===== src/rtl/sp_ram_arbiter_if.sv =====
// Bus bundle between two masters, the sp_ram_arbiter and a single-port RAM.
// The arbiter uses the slave modport; the masters/RAM environment uses master.
interface sp_ram_arbiter_if #(
  parameter int ADDR_WIDTH = 8
);
  logic                  m0_req_i;
  logic                  m0_gnt_o;
  logic [ADDR_WIDTH-1:0] m0_addr_i;
  logic                  m0_we_i;
  logic [3:0]            m0_be_i;
  logic [31:0]           m0_wdata_i;
  logic                  m0_rvalid_o;
  logic [31:0]           m0_rdata_o;

  logic                  m1_req_i;
  logic                  m1_gnt_o;
  logic [ADDR_WIDTH-1:0] m1_addr_i;
  logic                  m1_we_i;
  logic [3:0]            m1_be_i;
  logic [31:0]           m1_wdata_i;
  logic                  m1_rvalid_o;
  logic [31:0]           m1_rdata_o;

  logic                  ram_en_o;
  logic                  ram_we_o;
  logic [ADDR_WIDTH-1:0] ram_addr_o;
  logic [3:0]            ram_be_o;
  logic [31:0]           ram_wdata_o;
  logic [31:0]           ram_rdata_i;

  modport slave (
    input  m0_req_i, m0_addr_i, m0_we_i, m0_be_i, m0_wdata_i,
    output m0_gnt_o, m0_rvalid_o, m0_rdata_o,
    input  m1_req_i, m1_addr_i, m1_we_i, m1_be_i, m1_wdata_i,
    output m1_gnt_o, m1_rvalid_o, m1_rdata_o,
    output ram_en_o, ram_we_o, ram_addr_o, ram_be_o, ram_wdata_o,
    input  ram_rdata_i
  );

  modport master (
    output m0_req_i, m0_addr_i, m0_we_i, m0_be_i, m0_wdata_i,
    input  m0_gnt_o, m0_rvalid_o, m0_rdata_o,
    output m1_req_i, m1_addr_i, m1_we_i, m1_be_i, m1_wdata_i,
    input  m1_gnt_o, m1_rvalid_o, m1_rdata_o,
    input  ram_en_o, ram_we_o, ram_addr_o, ram_be_o, ram_wdata_o,
    output ram_rdata_i
  );
endinterface


===== src/rtl/sp_ram_arbiter.sv =====
// Two-master arbiter in front of a single-port RAM with one-cycle read latency.
// Define SP_RAM_ARBITER_RR_EN for round-robin contention; default is fixed priority (m0 wins).
module sp_ram_arbiter #(
  parameter int ADDR_WIDTH = 8
) (
  input  logic               clk,
  input  logic               rst,
  sp_ram_arbiter_if.slave    bus
);

  logic gnt0;
  logic gnt1;
  logic resp_valid_q, resp_valid_d;
  logic resp_idx_q,   resp_idx_d;
`ifdef SP_RAM_ARBITER_RR_EN
  logic last_q, last_d;
`endif

  // Grant is purely combinational from this cycle's requests.
  always_comb begin
    gnt0 = 1'b0;
    gnt1 = 1'b0;
    if (!rst) begin
      if (bus.m0_req_i && bus.m1_req_i) begin
`ifdef SP_RAM_ARBITER_RR_EN
        gnt0 = last_q;
        gnt1 = ~last_q;
`else
        gnt0 = 1'b1;
`endif
      end else begin
        gnt0 = bus.m0_req_i;
        gnt1 = bus.m1_req_i;
      end
    end
  end

  always_comb begin
    bus.ram_en_o    = 1'b0;
    bus.ram_we_o    = 1'b0;
    bus.ram_addr_o  = '0;
    bus.ram_be_o    = '0;
    bus.ram_wdata_o = '0;
    if (gnt0) begin
      bus.ram_en_o    = 1'b1;
      bus.ram_we_o    = bus.m0_we_i;
      bus.ram_addr_o  = bus.m0_addr_i;
      bus.ram_be_o    = bus.m0_be_i;
      bus.ram_wdata_o = bus.m0_wdata_i;
    end else if (gnt1) begin
      bus.ram_en_o    = 1'b1;
      bus.ram_we_o    = bus.m1_we_i;
      bus.ram_addr_o  = bus.m1_addr_i;
      bus.ram_be_o    = bus.m1_be_i;
      bus.ram_wdata_o = bus.m1_wdata_i;
    end
  end

  always_comb begin
    resp_valid_d = gnt0 | gnt1;
    resp_idx_d   = gnt1;
`ifdef SP_RAM_ARBITER_RR_EN
    last_d = last_q;
    if (gnt0 || gnt1) begin
      last_d = gnt1;
    end
`endif
  end

  // Pointer resets to 1 so that m0 wins the first contention.
  always_ff @(posedge clk) begin
    if (rst) begin
      resp_valid_q <= 1'b0;
      resp_idx_q   <= 1'b0;
`ifdef SP_RAM_ARBITER_RR_EN
      last_q       <= 1'b1;
`endif
    end else begin
      resp_valid_q <= resp_valid_d;
      resp_idx_q   <= resp_idx_d;
`ifdef SP_RAM_ARBITER_RR_EN
      last_q       <= last_d;
`endif
    end
  end

  // Masking with rst drops a response whose grant came just before reset.
  always_comb begin
    bus.m0_gnt_o    = gnt0;
    bus.m1_gnt_o    = gnt1;
    bus.m0_rvalid_o = resp_valid_q & ~resp_idx_q & ~rst;
    bus.m1_rvalid_o = resp_valid_q &  resp_idx_q & ~rst;
    bus.m0_rdata_o  = bus.m0_rvalid_o ? bus.ram_rdata_i : 32'h0;
    bus.m1_rdata_o  = bus.m1_rvalid_o ? bus.ram_rdata_i : 32'h0;
  end

endmodule


===== src/flat_wrapper.sv =====
// flat-port wrapper written by rule: the top's interface ports become plain ports
module sp_ram_arbiter_flat 
#(
  parameter int ADDR_WIDTH = 8
)
  (clk, rst, bus_m0_req_i, bus_m0_addr_i, bus_m0_we_i, bus_m0_be_i, bus_m0_wdata_i, bus_m0_gnt_o, bus_m0_rvalid_o, bus_m0_rdata_o, bus_m1_req_i, bus_m1_addr_i, bus_m1_we_i, bus_m1_be_i, bus_m1_wdata_i, bus_m1_gnt_o, bus_m1_rvalid_o, bus_m1_rdata_o, bus_ram_en_o, bus_ram_we_o, bus_ram_addr_o, bus_ram_be_o, bus_ram_wdata_o, bus_ram_rdata_i);
  sp_ram_arbiter_if #(.ADDR_WIDTH(ADDR_WIDTH)) bus_i ();
  input  logic clk;
  input  logic rst;
  input wire logic [$bits(bus_i.m0_req_i)-1:0] bus_m0_req_i;
  input wire logic [$bits(bus_i.m0_addr_i)-1:0] bus_m0_addr_i;
  input wire logic [$bits(bus_i.m0_we_i)-1:0] bus_m0_we_i;
  input wire logic [$bits(bus_i.m0_be_i)-1:0] bus_m0_be_i;
  input wire logic [$bits(bus_i.m0_wdata_i)-1:0] bus_m0_wdata_i;
  output wire logic [$bits(bus_i.m0_gnt_o)-1:0] bus_m0_gnt_o;
  output wire logic [$bits(bus_i.m0_rvalid_o)-1:0] bus_m0_rvalid_o;
  output wire logic [$bits(bus_i.m0_rdata_o)-1:0] bus_m0_rdata_o;
  input wire logic [$bits(bus_i.m1_req_i)-1:0] bus_m1_req_i;
  input wire logic [$bits(bus_i.m1_addr_i)-1:0] bus_m1_addr_i;
  input wire logic [$bits(bus_i.m1_we_i)-1:0] bus_m1_we_i;
  input wire logic [$bits(bus_i.m1_be_i)-1:0] bus_m1_be_i;
  input wire logic [$bits(bus_i.m1_wdata_i)-1:0] bus_m1_wdata_i;
  output wire logic [$bits(bus_i.m1_gnt_o)-1:0] bus_m1_gnt_o;
  output wire logic [$bits(bus_i.m1_rvalid_o)-1:0] bus_m1_rvalid_o;
  output wire logic [$bits(bus_i.m1_rdata_o)-1:0] bus_m1_rdata_o;
  output wire logic [$bits(bus_i.ram_en_o)-1:0] bus_ram_en_o;
  output wire logic [$bits(bus_i.ram_we_o)-1:0] bus_ram_we_o;
  output wire logic [$bits(bus_i.ram_addr_o)-1:0] bus_ram_addr_o;
  output wire logic [$bits(bus_i.ram_be_o)-1:0] bus_ram_be_o;
  output wire logic [$bits(bus_i.ram_wdata_o)-1:0] bus_ram_wdata_o;
  input wire logic [$bits(bus_i.ram_rdata_i)-1:0] bus_ram_rdata_i;
  assign bus_i.m0_req_i = bus_m0_req_i;
  assign bus_i.m0_addr_i = bus_m0_addr_i;
  assign bus_i.m0_we_i = bus_m0_we_i;
  assign bus_i.m0_be_i = bus_m0_be_i;
  assign bus_i.m0_wdata_i = bus_m0_wdata_i;
  assign bus_m0_gnt_o = bus_i.m0_gnt_o;
  assign bus_m0_rvalid_o = bus_i.m0_rvalid_o;
  assign bus_m0_rdata_o = bus_i.m0_rdata_o;
  assign bus_i.m1_req_i = bus_m1_req_i;
  assign bus_i.m1_addr_i = bus_m1_addr_i;
  assign bus_i.m1_we_i = bus_m1_we_i;
  assign bus_i.m1_be_i = bus_m1_be_i;
  assign bus_i.m1_wdata_i = bus_m1_wdata_i;
  assign bus_m1_gnt_o = bus_i.m1_gnt_o;
  assign bus_m1_rvalid_o = bus_i.m1_rvalid_o;
  assign bus_m1_rdata_o = bus_i.m1_rdata_o;
  assign bus_ram_en_o = bus_i.ram_en_o;
  assign bus_ram_we_o = bus_i.ram_we_o;
  assign bus_ram_addr_o = bus_i.ram_addr_o;
  assign bus_ram_be_o = bus_i.ram_be_o;
  assign bus_ram_wdata_o = bus_i.ram_wdata_o;
  assign bus_i.ram_rdata_i = bus_ram_rdata_i;
  sp_ram_arbiter #(.ADDR_WIDTH(ADDR_WIDTH)) u_core (.clk(clk), .rst(rst), .bus(bus_i));
endmodule

===== config.mk =====
export PLATFORM = sky130hd
export DESIGN_NAME = sp_ram_arbiter_flat
export DESIGN_NICKNAME = d
export VERILOG_FILES = /design/src/rtl/sp_ram_arbiter_if.sv /design/src/rtl/sp_ram_arbiter.sv /design/src/flat_wrapper.sv
export SDC_FILE = /design/constraint.sdc
export NUM_CORES = 1
export LEC_CHECK = 0
export ABC_AREA = 1
export ABC_CLOCK_PERIOD_IN_PS = 800
export BUFFER_PORTS_ARGS = -buffer_cell sky130_fd_sc_hd__buf_4
export CAP_MARGIN = 15
export CORE_AREA = 5 5 89 91
export CTS_CLUSTER_DIAMETER = 40
export DETAILED_ROUTE_END_ITERATION = 7
export DIE_AREA = 0 0 94 96
export HOLD_SLACK_MARGIN = 0.05
export PLACE_DENSITY = 0.68
export SYNTH_ARGS = -nofsm -noshare
export SYNTH_HDL_FRONTEND = slang
export SYNTH_SLANG_ARGS = --single-unit

===== constraint.sdc =====
create_clock -name clk -period 0.8 [get_ports clk]
set_input_delay 0.04 -clock clk [delete_from_list [all_inputs] [get_ports clk]]
set_output_delay 0.04 -clock clk [all_outputs]
set_load 0.02 [all_outputs]

[Word level (Yosys, flattened, before mapping)]
Cells that the tools add are included.
Operators by class
  reduce and logical (&&, ||, !) cells: 1
  bitwise logic cells: 7
  multiplexer cells: 16
Operators by type and width (number)
  2-to-1 mux 32 bit: 4
  2-to-1 mux 8 bit: 2
  2-to-1 mux 1 bit: 8
  2-to-1 mux 4 bit: 2
  bitwise AND 1 bit: 4
  NOT 1 bit: 2
  logical AND 1 bit: 1
  bitwise OR 1 bit: 1
Storage, ports and cells
  input bits: 126
  flip-flop bits (word level): 2
  output and inout port bits: 114
  logic and storage cells: 26

[Logic depth before layout (Yosys ltp)]
Gate-level depths: netlist of the first run.
  word-level depth: 5
  mapped depth: 5
  gate-level depth less buffers: 4

[Worst setup path after synthesis of the first run]
No wires, ideal clock.
  kind: register -> output
  start: register u_core.resp_idx_q
  end: output bus_m0_rdata_o[22]
  slack: -0.177 ns
  cell stages (with the launch flop): 5
  buffers on the path: 1
  required time: 0.760 ns
  data arrival time: 0.937 ns
  cells stage by stage: dfxtp_1 -> inv_1 -> nand3_1 -> buf_2 -> nor2_1
Between the ends
  longest elaborated chain between the ends: 4
RTL lines
  start, declared: RTL line sp_ram_arbiter.sv:14  | logic resp_idx_q, resp_idx_d;
  start signal, assigned: RTL line sp_ram_arbiter.sv:80  | resp_idx_q <= resp_idx_d;
  NOT 1 bit: RTL line sp_ram_arbiter.sv:91  | bus.m0_rvalid_o = resp_valid_q & ~resp_idx_q & ~rst;
  bitwise AND 1 bit (2 in series): RTL line sp_ram_arbiter.sv:91
  2-to-1 mux 32 bit: RTL line sp_ram_arbiter.sv:93  | bus.m0_rdata_o = bus.m0_rvalid_o ? bus.ram_rdata_i : 32'h0;
  end, declared: RTL line flat_wrapper.sv:17  | output wire logic [$bits(bus_i.m0_rdata_o)-1:0] bus_m0_rdata_o;
Every way passes these cells.

[Worst setup path after layout of the first run]
  start: register u_core.resp_idx_q
  end: output bus_m1_rdata_o[31]
Between the ends
  longest elaborated chain between the ends: 3
RTL lines
  bitwise AND 1 bit (2 in series): RTL line sp_ram_arbiter.sv:92  | bus.m1_rvalid_o = resp_valid_q & resp_idx_q & ~rst;
  2-to-1 mux 32 bit: RTL line sp_ram_arbiter.sv:94  | bus.m1_rdata_o = bus.m1_rvalid_o ? bus.ram_rdata_i : 32'h0;
  end, declared: RTL line flat_wrapper.sv:25  | output wire logic [$bits(bus_i.m1_rdata_o)-1:0] bus_m1_rdata_o;
Every way passes these cells.

==> flow_summary_export.csv, run 1 <==
group,metric,value,unit
worst_setup_path,crit_required,0.76,ns
sta,setup-violations-final,111,
synthesis,syn_avg_cell_area,4.24,µm²
clock_tree,holdBufCountCts,0,
floorplanning,initial_core_util,16.0,%
detailed_routing,firstDrtPassIters,4,
power,power.share.combinational,82.8,%
hold_path,class_of_the_most_critical_hold_timing_path,"in2reg",
clock_tree,cts.sinks,2,
floorplanning,core_region_area,7060,µm²
clock_tree,cts_tree,"built",
sta,upper_clock_frequency_limit,832,MHz
sta,final_hold_viol_count,0,
worst_setup_path,cp-start-kind,"flop",
power,p_leak,2.47,nW
flow_run,max-cap-violations,0,
finish,finish.net_count,658,
run_status,failed_checks,"setup timing",
power,pwr-share-clk,13.4,%
floorplanning,top_level_ports,240,
finish,finalCoreUtilization,72.6,%
detailed_routing,detailroute.via_count,2751,
sta,timing.final.crit_share,150,%
finish,antenna_cells_inserted,0,
placement,gp_congestion,0.758,
worst_setup_path,crit_fanout,7,
synthesis,yosys_warnings,0,
placement,post-dp-hpwl,6850,µm
synthesis,ys_types,10,
detailed_routing,drt-wirelength-per-cell,17.1,µm
worst_setup_path,crit_path_end_kind,"primary output",
floorplanning,die_height,96,µm
global_route,globalRouteTotalUtil,21.0,%
run_status,run_status,"finished, violations left",
power,peakVddDrop,0.382,mV
sta,layout_setup_ws,-0.402,ns
placement,worst_slack_after_detailed_placement,-0.192,ns
worst_setup_path,crit_type,"reg2out",
floorplanning,cell_rows,31,
global_route,grt_pass1_vias,2934,
detailed_routing,dr.first_iter.drc_count,46,
power,total_switching_power,1.27,mW
clock_tree,cts_root_buf,"sky130_fd_sc_hd__clkbuf_8",
sta,slew-limit-headroom,85.6,%
power,seq_power_share,3.8,%
floorplanning,chipWidth,94,µm
synthesis,synth.most_common_cell,"sky130_fd_sc_hd__nand2_1",
detailed_routing,totalWireLength,10800,µm
sta,post-route-min-period,1.20,ns
synthesis,synth_edf_count,0,
synthesis,synth.yosys.seq_area_share,3.54,%
synthesis,synth_common_cells,"91 x sky130_fd_sc_hd__nand2_1, 66 x sky130_fd_sc_hd__nor2_1, 47 x sky130_fd_sc_hd__nand3_1, 36 x sky130_fd_sc_hd__inv_1, 16 x sky130_fd_sc_hd__buf_2",
finish,layout-area-overhead-vs-synth,353,%
clock_tree,cts_max_path_buffers,2,
global_route,grt_overflow,0,
power,internal_power,1.67,mW
clock_tree,numCtsBuffers,3,
global_route,grt_first_pass_wirelength,14800,µm
synthesis,netlist.area_leader.share,30.2,%
synthesis,synthesis.instances,267,
synthesis,synth-seq-cells,2,
clock_tree,clk_transition_reported_paths,0.03,ns
floorplanning,dieArea,9020,µm²
power,power.share.switching,43.2,%
synthesis,synth_area_leader_cell,"sky130_fd_sc_hd__nand2_1",
worst_setup_path,timing.critical_path.arrival,1.16,ns
synthesis,postSynth.topFlopCell,"sky130_fd_sc_hd__dfxtp_1",
detailed_routing,postRouteAntennaNets,0,
synthesis,synth.top_cells.by_area,"sky130_fd_sc_hd__nand2_1 30%, sky130_fd_sc_hd__nor2_1 22%, sky130_fd_sc_hd__nand3_1 21%",
sta,worst_slew_pin_slew,0.217,ns
detailed_routing,post-route-drc-count,0,
global_route,grt_antenna_before_repair,0,
clock_tree,cts-htree-levels,1,
detailed_routing,post_drt_via_cell_ratio,4.37,
synthesis,netlist_area,1130,µm²
sta,grt_setup_unrepaired,"yes",
synthesis,synthArstFlopShare,0,%
sta,slew_violations,0,
power,power.density,574,nW/µm²
placement,io_buffer_count,239,
finish,final_layout_size_suffix_gt1_share,86.6,%
synthesis,syn-num-nets,393,
global_route,pin_count_of_the_biggest_net_entering_global_routing,25,
==> cells in the final DEF, fill, tap and decap left out, drive strengths merged <==
cell	Yosys	layout
buf	20	278
nand2	91	91
nor2	68	68
nand3	47	47
inv	37	36
clkbuf	0	5
a21oi	2	2
dfxtp	2	2
clkinv	0	1
==> state kept, by name, summed over array words and instances, names as in the netlist <==
| signal | cells |
|---|---|
| u_core.resp_idx_q | 1 |
| u_core.resp_valid_q | 1 |
==> final timing paths <==
kind                     startpoint            endpoint  slack [ns]  cells after the start
hold / removal         bus_m1_req_i   u_core.resp_idx_q        0.18                      3
setup / recovery  u_core.resp_idx_q  bus_m1_rdata_o[31]       -0.40                      4
==> power groups by stage <==
stage          sequential, mW  clock, mW  combinational (mW)
2_1_floorplan           0.115          0               0.865
6_report                0.113      0.393                2.43
3_3_place_gp            0.116          0                1.75
3_5_place_dp            0.116          0                1.77
5_1_grt                 0.113      0.405                2.57
4_1_cts                 0.113      0.416                2.33
==> area by class of cell <==
type / count / area [µm²]
Sequential cell: 2 / 45.0
Fill cell: 518 / 1940
Tap cell: 99 / 124
Clock buffer: 3 / 41.3
Inverter: 37 / 146
Multi-Input combinational cell: 208 / 1860
Timing Repair Buffer: 280 / 2900
==> repair_timing <==
item | in CTS | in global routing
resized for setup | 168 | 74
gates cloned | 10 | 2
endpoints found under the hold margin | 0 | 0
setup buffers | 14 | 7
setup endpoints to repair | 112 | 114
pin swaps | 20 | 30
==> worst max-delay path, stage by stage, from the launching register on <==
cell,delay (ns)
sky130_fd_sc_hd__dfxtp_2,0.34
sky130_fd_sc_hd__nand3_4,0.17
sky130_fd_sc_hd__buf_12,0.20
sky130_fd_sc_hd__nor2_2,0.11
sky130_fd_sc_hd__buf_6,0.13
==> cell families after synthesis <==
kind of cell | synth area share [%]
and+or+nand+nor | 74.9
buffers and inverters | 20.7
AOI/OAI and AO/OA | 0.885
DFF | 3.54
==> per-layer routing <==
layer / track usage, % / wire length, µm
met3: 6.33 / 1080
met4: 5.17 / 94
met1: 20.0 / 3420
met5: 0 / 0
met2: 43.1 / 6170
==> through the flow <==
stage / instance area (µm²) / std cells / total power, mW / setup TNS [ns] / hold slack [ns]
after global routing: 5120 / 629 / 3.09 / -33.61 / 0.205
after detailed placement: 3740 / 602 / 1.89 / -12.18 / 0.381
after global placement: 3740 / 602 / 1.87 / -10.97 / 0.373
after floorplan: 1790 / 267 / 0.980 / -3.15 / 0.220
after CTS: 4890 / 629 / 2.86 / -31.73 / 0.169
final: 5120 / 629 / 2.94 / -29.46 / 0.183
(Power assumes the default switching activity.)
==> run 2: changes to the inputs <==
- SKIP_CTS_REPAIR_TIMING: unset -> 1
==> flow_summary_export.csv, run 2 (same netlist as run 1, synthesis figures left out) <==
group,metric,value,unit
finish,layout_common_cells,"143 x sky130_fd_sc_hd__buf_4, 104 x sky130_fd_sc_hd__buf_6, 63 x sky130_fd_sc_hd__nor2_4",
placement,worst_slack_after_detailed_placement,-0.192,ns
sta,slew-limit-headroom,86.6,%
placement,post-dp-hpwl,6850,µm
finish,antenna_cells_inserted,0,
run_status,run_status,"finished, violations left",
sta,timing.final.crit_share,151,%
clock_tree,numCtsBuffers,3,
worst_setup_path,cp-start-kind,"flop",
global_route,grt_pass1_vias,2443,
global_route,pin_count_of_the_biggest_net_entering_global_routing,38,
sta,final_hold_viol_count,0,
floorplanning,die_height,96,µm
global_route,globalRouteTotalUtil,15.1,%
finish,finish.net_count,651,
detailed_routing,met2_wl,5570,µm
worst_setup_path,crit_path_end_kind,"primary output",
worst_setup_path,critical_path.slowest_cell,"sky130_fd_sc_hd__dfxtp_2",
detailed_routing,post_drt_via_cell_ratio,4.34,
sta,upper_clock_frequency_limit,828,MHz
sta,layout_setup_ws,-0.408,ns
floorplanning,initial_core_util,16.0,%
detailed_routing,postRouteAntennaNets,0,
finish,mostFrequentLayoutCell,"sky130_fd_sc_hd__buf_4",
clock_tree,cts.sinks,2,
detailed_routing,detailroute.via_count,2700,
worst_setup_path,crit_fanout,6,
sta,grt_setup_unrepaired,"yes",
detailed_routing,post-route-drc-count,0,
global_route,grt_antenna_before_repair,0,
placement,gp_congestion,0.758,
worst_setup_path,critical_path.startpoint,"u_core.resp_idx_q",
worst_setup_path,worst_path_most_repeated_cell,"sky130_fd_sc_hd__buf_4",
detailed_routing,totalWireLength,10100,µm
detailed_routing,met3_wirelength,1080,µm
global_route,grt_overflow,0,
finish,layout-area-overhead-vs-synth,334,%
detailed_routing,drt-wirelength-per-cell,16.3,µm
clock_tree,cts_root_buf,"sky130_fd_sc_hd__clkbuf_8",
clock_tree,clk_transition_reported_paths,0.03,ns
floorplanning,top_level_ports,240,
power,total_power,2.80,mW
worst_setup_path,crit_type,"reg2out",
floorplanning,cell_rows,31,
hold_path,class_of_the_most_critical_hold_timing_path,"in2reg",
run_status,failed_checks,"setup timing",
placement,post_dp_cell_area,3740,µm²
placement,io_buffer_count,239,
power,p_leak,2.38,nW
floorplanning,core_region_area,7060,µm²
sta,worst_slew_pin_slew,0.200,ns
detailed_routing,topRoutingLayerUsed,"met4",
floorplanning,chipWidth,94,µm
sta,setup-violations-final,110,
finish,final_cell_area,4910,µm²
clock_tree,cts-htree-levels,1,
clock_tree,cts_max_path_buffers,2,
sta,post-route-min-period,1.21,ns
detailed_routing,m1WireLength,3310,µm
power,power.density,569,nW/µm²
sta,final.hold.worst_slack,0.125,ns
worst_setup_path,timing.critical_path.buf_inv,2,
worst_setup_path,timing.critical_path.arrival,1.17,ns
detailed_routing,dr.first_iter.drc_count,30,
worst_setup_path,top_delay_family_on_crit_path,"buffers and inverters",
worst_setup_path,worst_path_largest_cell_delay,0.34,ns
sta,slew_violations,0,
detailed_routing,firstDrtPassIters,3,
power,peakVddDrop,0.353,mV
finish,final_layout_size_suffix_gt1_share,86.6,%
clock_tree,cts_tree,"built",
worst_setup_path,crit_required,0.76,ns
worst_setup_path,timing.critical_path.cells,"nand3_4 > buf_4 > nor2_4 > buf_4",
floorplanning,dieArea,9020,µm²
hold_path,start_point_of_the_worst_hold_path,"rst",
finish,largestRegisters,"u_core.resp_idx_q (1), u_core.resp_valid_q (1)",
global_route,grt_first_pass_wirelength,11100,µm
flow_run,max-cap-violations,0,
-- run 2: worst min-delay path: stages --
cell,delay [ns]
sky130_fd_sc_hd__buf_12,0.09
sky130_fd_sc_hd__buf_4,0.12
sky130_fd_sc_hd__a21oi_1,0.04
-- run 2: final cells by class --
cell class | instances | area (µm²)
sequential | 2 | 45.0
clock buffer | 3 | 41.3
fill | 532 | 2150
multi-input combinational | 208 | 1790
inverter | 37 | 146
timing repair buffer | 273 | 2770
tap | 99 | 124
-- run 2: metrics by stage --
stage	util (%)	instances	setup TNS [ns]
2_1_floorplan	-	267	-3.15
3_3_place_gp	53.0	602	-10.97
3_5_place_dp	53.0	602	-12.18
4_1_cts	53.6	605	-27.26
5_1_grt	69.5	622	-33.29
6_report	69.5	622	-28.84
-- run 2: layer usage --
metal  GRT usage, %  vias up
met2           29.3      152
met4           4.69        0
met5              0        -
met1           15.6     1219
met3           4.38        9
li1               -     1320
-- run 2: final timing paths --
path	end	cells past startpoint
worst max-delay path	bus_m1_rdata_o[11]	4
worst min-delay path	u_core.resp_valid_q	3
-- run 2: report_power, final --
group          total [mW]  internal (mW)  leakage, nW  switching [mW]
registers           0.113          0.106       0.0175         0.00716
logic                2.29           1.17         2.34            1.12
clock network       0.391          0.318       0.0216          0.0735
total                2.80           1.59         2.38            1.20
==> run 3: changes to the inputs <==
- ABC_AREA: 1 -> unset
- CORE_AREA: 5 5 89 91 -> 5 5 91 93
- DIE_AREA: 0 0 94 96 -> 0 0 96 98
- PLACE_DENSITY: 0.68 -> 0.67
==> flow_summary_export.csv, run 3 <==
group,metric,value,unit
finish,largestRegisters,"u_core.resp_idx_q (1), u_core.resp_valid_q (1)",
synthesis,synth.yosys.seq_area_share,3.39,%
synthesis,syn-num-nets,309,
detailed_routing,post-route-drc-count,0,
global_route,pin_count_of_the_biggest_net_entering_global_routing,49,
sta,post-route-min-period,1.32,ns
synthesis,netlist.area_leader.share,38.2,%
synthesis,synthArstFlopShare,0,%
clock_tree,cts_tree,"built",
clock_tree,cts_root_buf,"sky130_fd_sc_hd__clkbuf_8",
worst_setup_path,critical_path.slowest_cell,"sky130_fd_sc_hd__dfxtp_2",
global_route,grt_overflow,0,
hold_path,class_of_the_most_critical_hold_timing_path,"in2reg",
power,p_leak,2.20,nW
synthesis,synth-seq-cells,2,
sta,layout_setup_ws,-0.525,ns
sta,final_hold_viol_count,0,
clock_tree,numCtsBuffers,3,
synthesis,postSynth.topFlopCell,"sky130_fd_sc_hd__dfxtp_1",
detailed_routing,firstDrtPassIters,4,
sta,setup-violations-final,112,
detailed_routing,totalWireLength,9740,µm
finish,finalCoreUtilization,59.9,%
power,power.density,652,nW/µm²
power,peakVddDrop,0.418,mV
synthesis,synth_edf_count,0,
finish,layout-area-overhead-vs-synth,278,%
worst_setup_path,crit_path_end_kind,"primary output",
finish,finish.net_count,555,
synthesis,synth_common_cells,"59 x sky130_fd_sc_hd__nor2_1, 45 x sky130_fd_sc_hd__a32o_1, 32 x sky130_fd_sc_hd__nand2_1, 12 x sky130_fd_sc_hd__buf_6, 9 x sky130_fd_sc_hd__nor2_2",
placement,gp_congestion,0.767,
global_route,grt_antenna_before_repair,0,
power,power.share.combinational,82.0,%
worst_setup_path,top_delay_family_on_crit_path,"simple AND/OR/NAND/NOR gates",
worst_setup_path,timing.critical_path.buf_inv,2,
sta,timing.final.crit_share,166,%
floorplanning,cell_rows,32,
worst_setup_path,cp-start-kind,"flop",
power,internal_power,1.70,mW
detailed_routing,dr.first_iter.drc_count,45,
placement,worst_slack_after_detailed_placement,-0.308,ns
synthesis,synth.most_common_cell,"sky130_fd_sc_hd__nor2_1",
worst_setup_path,crit_type,"reg2out",
synthesis,syn_avg_cell_area,6.45,µm²
worst_setup_path,crit_fanout,6,
power,pwr-share-clk,13.7,%
run_status,run_status,"finished, violations left",
run_status,failed_checks,"setup timing",
synthesis,synth_area_leader_cell,"sky130_fd_sc_hd__a32o_1",
sta,worst_slew_pin_slew,0.370,ns
power,seq_power_share,4.2,%
detailed_routing,postRouteAntennaNets,0,
synthesis,yosys_warnings,0,
finish,mostFrequentLayoutCell,"sky130_fd_sc_hd__buf_4",
sta,grt_setup_unrepaired,"yes",
synthesis,synth.top_cells.by_area,"sky130_fd_sc_hd__a32o_1 38%, sky130_fd_sc_hd__nor2_1 19%, sky130_fd_sc_hd__buf_6 11%",
power,power.share.switching,41.6,%
floorplanning,top_level_ports,240,
worst_setup_path,crit_required,0.76,ns
synthesis,synthesis.instances,183,
synthesis,netlist_area,1180,µm²
worst_setup_path,critical_path.startpoint,"u_core.resp_idx_q",
global_route,globalRouteTotalUtil,16.4,%
clock_tree,cts_max_path_buffers,2,
worst_setup_path,count_of_cell_instances_traversed_by_the_critical_path,4,
detailed_routing,post_drt_via_cell_ratio,4.64,
finish,antenna_cells_inserted,0,
floorplanning,die_height,98,µm
detailed_routing,detailroute.via_count,2453,
floorplanning,initial_core_util,15.8,%
placement,post-dp-hpwl,7210,µm
clock_tree,cts.sinks,2,
floorplanning,dieArea,9410,µm²
synthesis,ys_types,15,
sta,final.hold.worst_slack,0.0731,ns
worst_setup_path,timing.critical_path.arrival,1.28,ns
worst_setup_path,timing.critical_path.cells,"or2_4 > clkbuf_16 > nor2_4 > buf_6",
worst_setup_path,worst_setup_path_endpoint,"bus_m0_rdata_o[13]",
finish,final_layout_size_suffix_gt1_share,98.4,%
floorplanning,core_region_area,7450,µm²
worst_setup_path,worst_path_largest_cell_delay,0.33,ns
global_route,grt_first_pass_wirelength,12400,µm
finish,layout_common_cells,"165 x sky130_fd_sc_hd__buf_4, 82 x sky130_fd_sc_hd__buf_6, 64 x sky130_fd_sc_hd__nor2_4",
global_route,grt_pass1_vias,2460,
clock_tree,clk_transition_reported_paths,0.03,ns
sta,upper_clock_frequency_limit,755,MHz
clock_tree,cts-htree-levels,1,
detailed_routing,drt-wirelength-per-cell,18.4,µm
floorplanning,chipWidth,96,µm
flow_run,max-cap-violations,0,
placement,io_buffer_count,239,
sta,slew-limit-headroom,75.3,%
power,total_switching_power,1.21,mW
power,total_power,2.91,mW
sta,slew_violations,0,
-- run 3: cell count changes in the layout (fill, tap and decap cells not counted), sizes merged, moves of 2 or more --
| cell | change |
|---|---|
| nand2 | -59 |
| nand3 | -47 |
| a32o | +45 |
| inv | -36 |
| buf | -8 |
| clkbuf | +3 |
| nand2b | +3 |
| a21oi | -2 |
| and2 | +2 |
| nor2 | +2 |
-- run 3: worst min path at each step --
stage / startpoint / endpoint / depth (start not counted)
global route: bus_m0_req_i / u_core.resp_valid_q / 3
detailed placement: bus_m0_req_i / u_core.resp_valid_q / 3
finish: bus_m0_req_i / u_core.resp_valid_q / 3
CTS: bus_m0_req_i / u_core.resp_valid_q / 3
floorplan: bus_ram_rdata_i[28] / bus_m1_rdata_o[28] / 2
global placement: bus_m0_req_i / u_core.resp_valid_q / 3
-- run 3: metrics by stage --
step                std cells  cell area [µm²]  setup TNS (ns)
finish                    529             4460          -37.99
global placement          513             3700          -18.74
global route              529             4460          -42.09
CTS                       516             3740          -35.40
detailed placement        513             3700          -20.34
floorplan                 183             1870           -8.66
-- run 3: layer usage --
metal  GRT usage (%)  wire length [µm]  up-vias
li1                -                 -     1160
met1            16.4              3070     1139
met2            31.0              5490      142
met3            6.39              1030       12
met4            3.83               150        0
met5               0                 0        -
-- run 3: layout make-up --
class,count,area [µm²]
Multi-Input combinational cell,154,1620
Clock buffer,3,41.3
Timing Repair Buffer,268,2630
Tap cell,102,128
Sequential cell,2,45.0
Fill cell,653,2980
-- run 3: power by group through the flow --
stage                     clock, mW  sequential [mW]  combinational, mW
after global placement            0            0.115               1.96
after global routing          0.407            0.125               2.51
final                         0.399            0.124               2.39
after floorplan                   0            0.110               1.10
after CTS                     0.410            0.114               1.99
after detailed placement          0            0.115               1.99
-- run 3: logic make-up (layout without fill, tap and decap cells) --
| group | count (synthesis) | after routing | share of synthesized area, % |
|---|---|---|---|
| AND/OR/NAND/NOR | 109 | 109 | 39.3 |
| AO/OA/AOI/OAI | 45 | 45 | 38.2 |
| buffers and inverters | 27 | 271 | 19.1 |
| flip-flops | 2 | 2 | 3.39 |
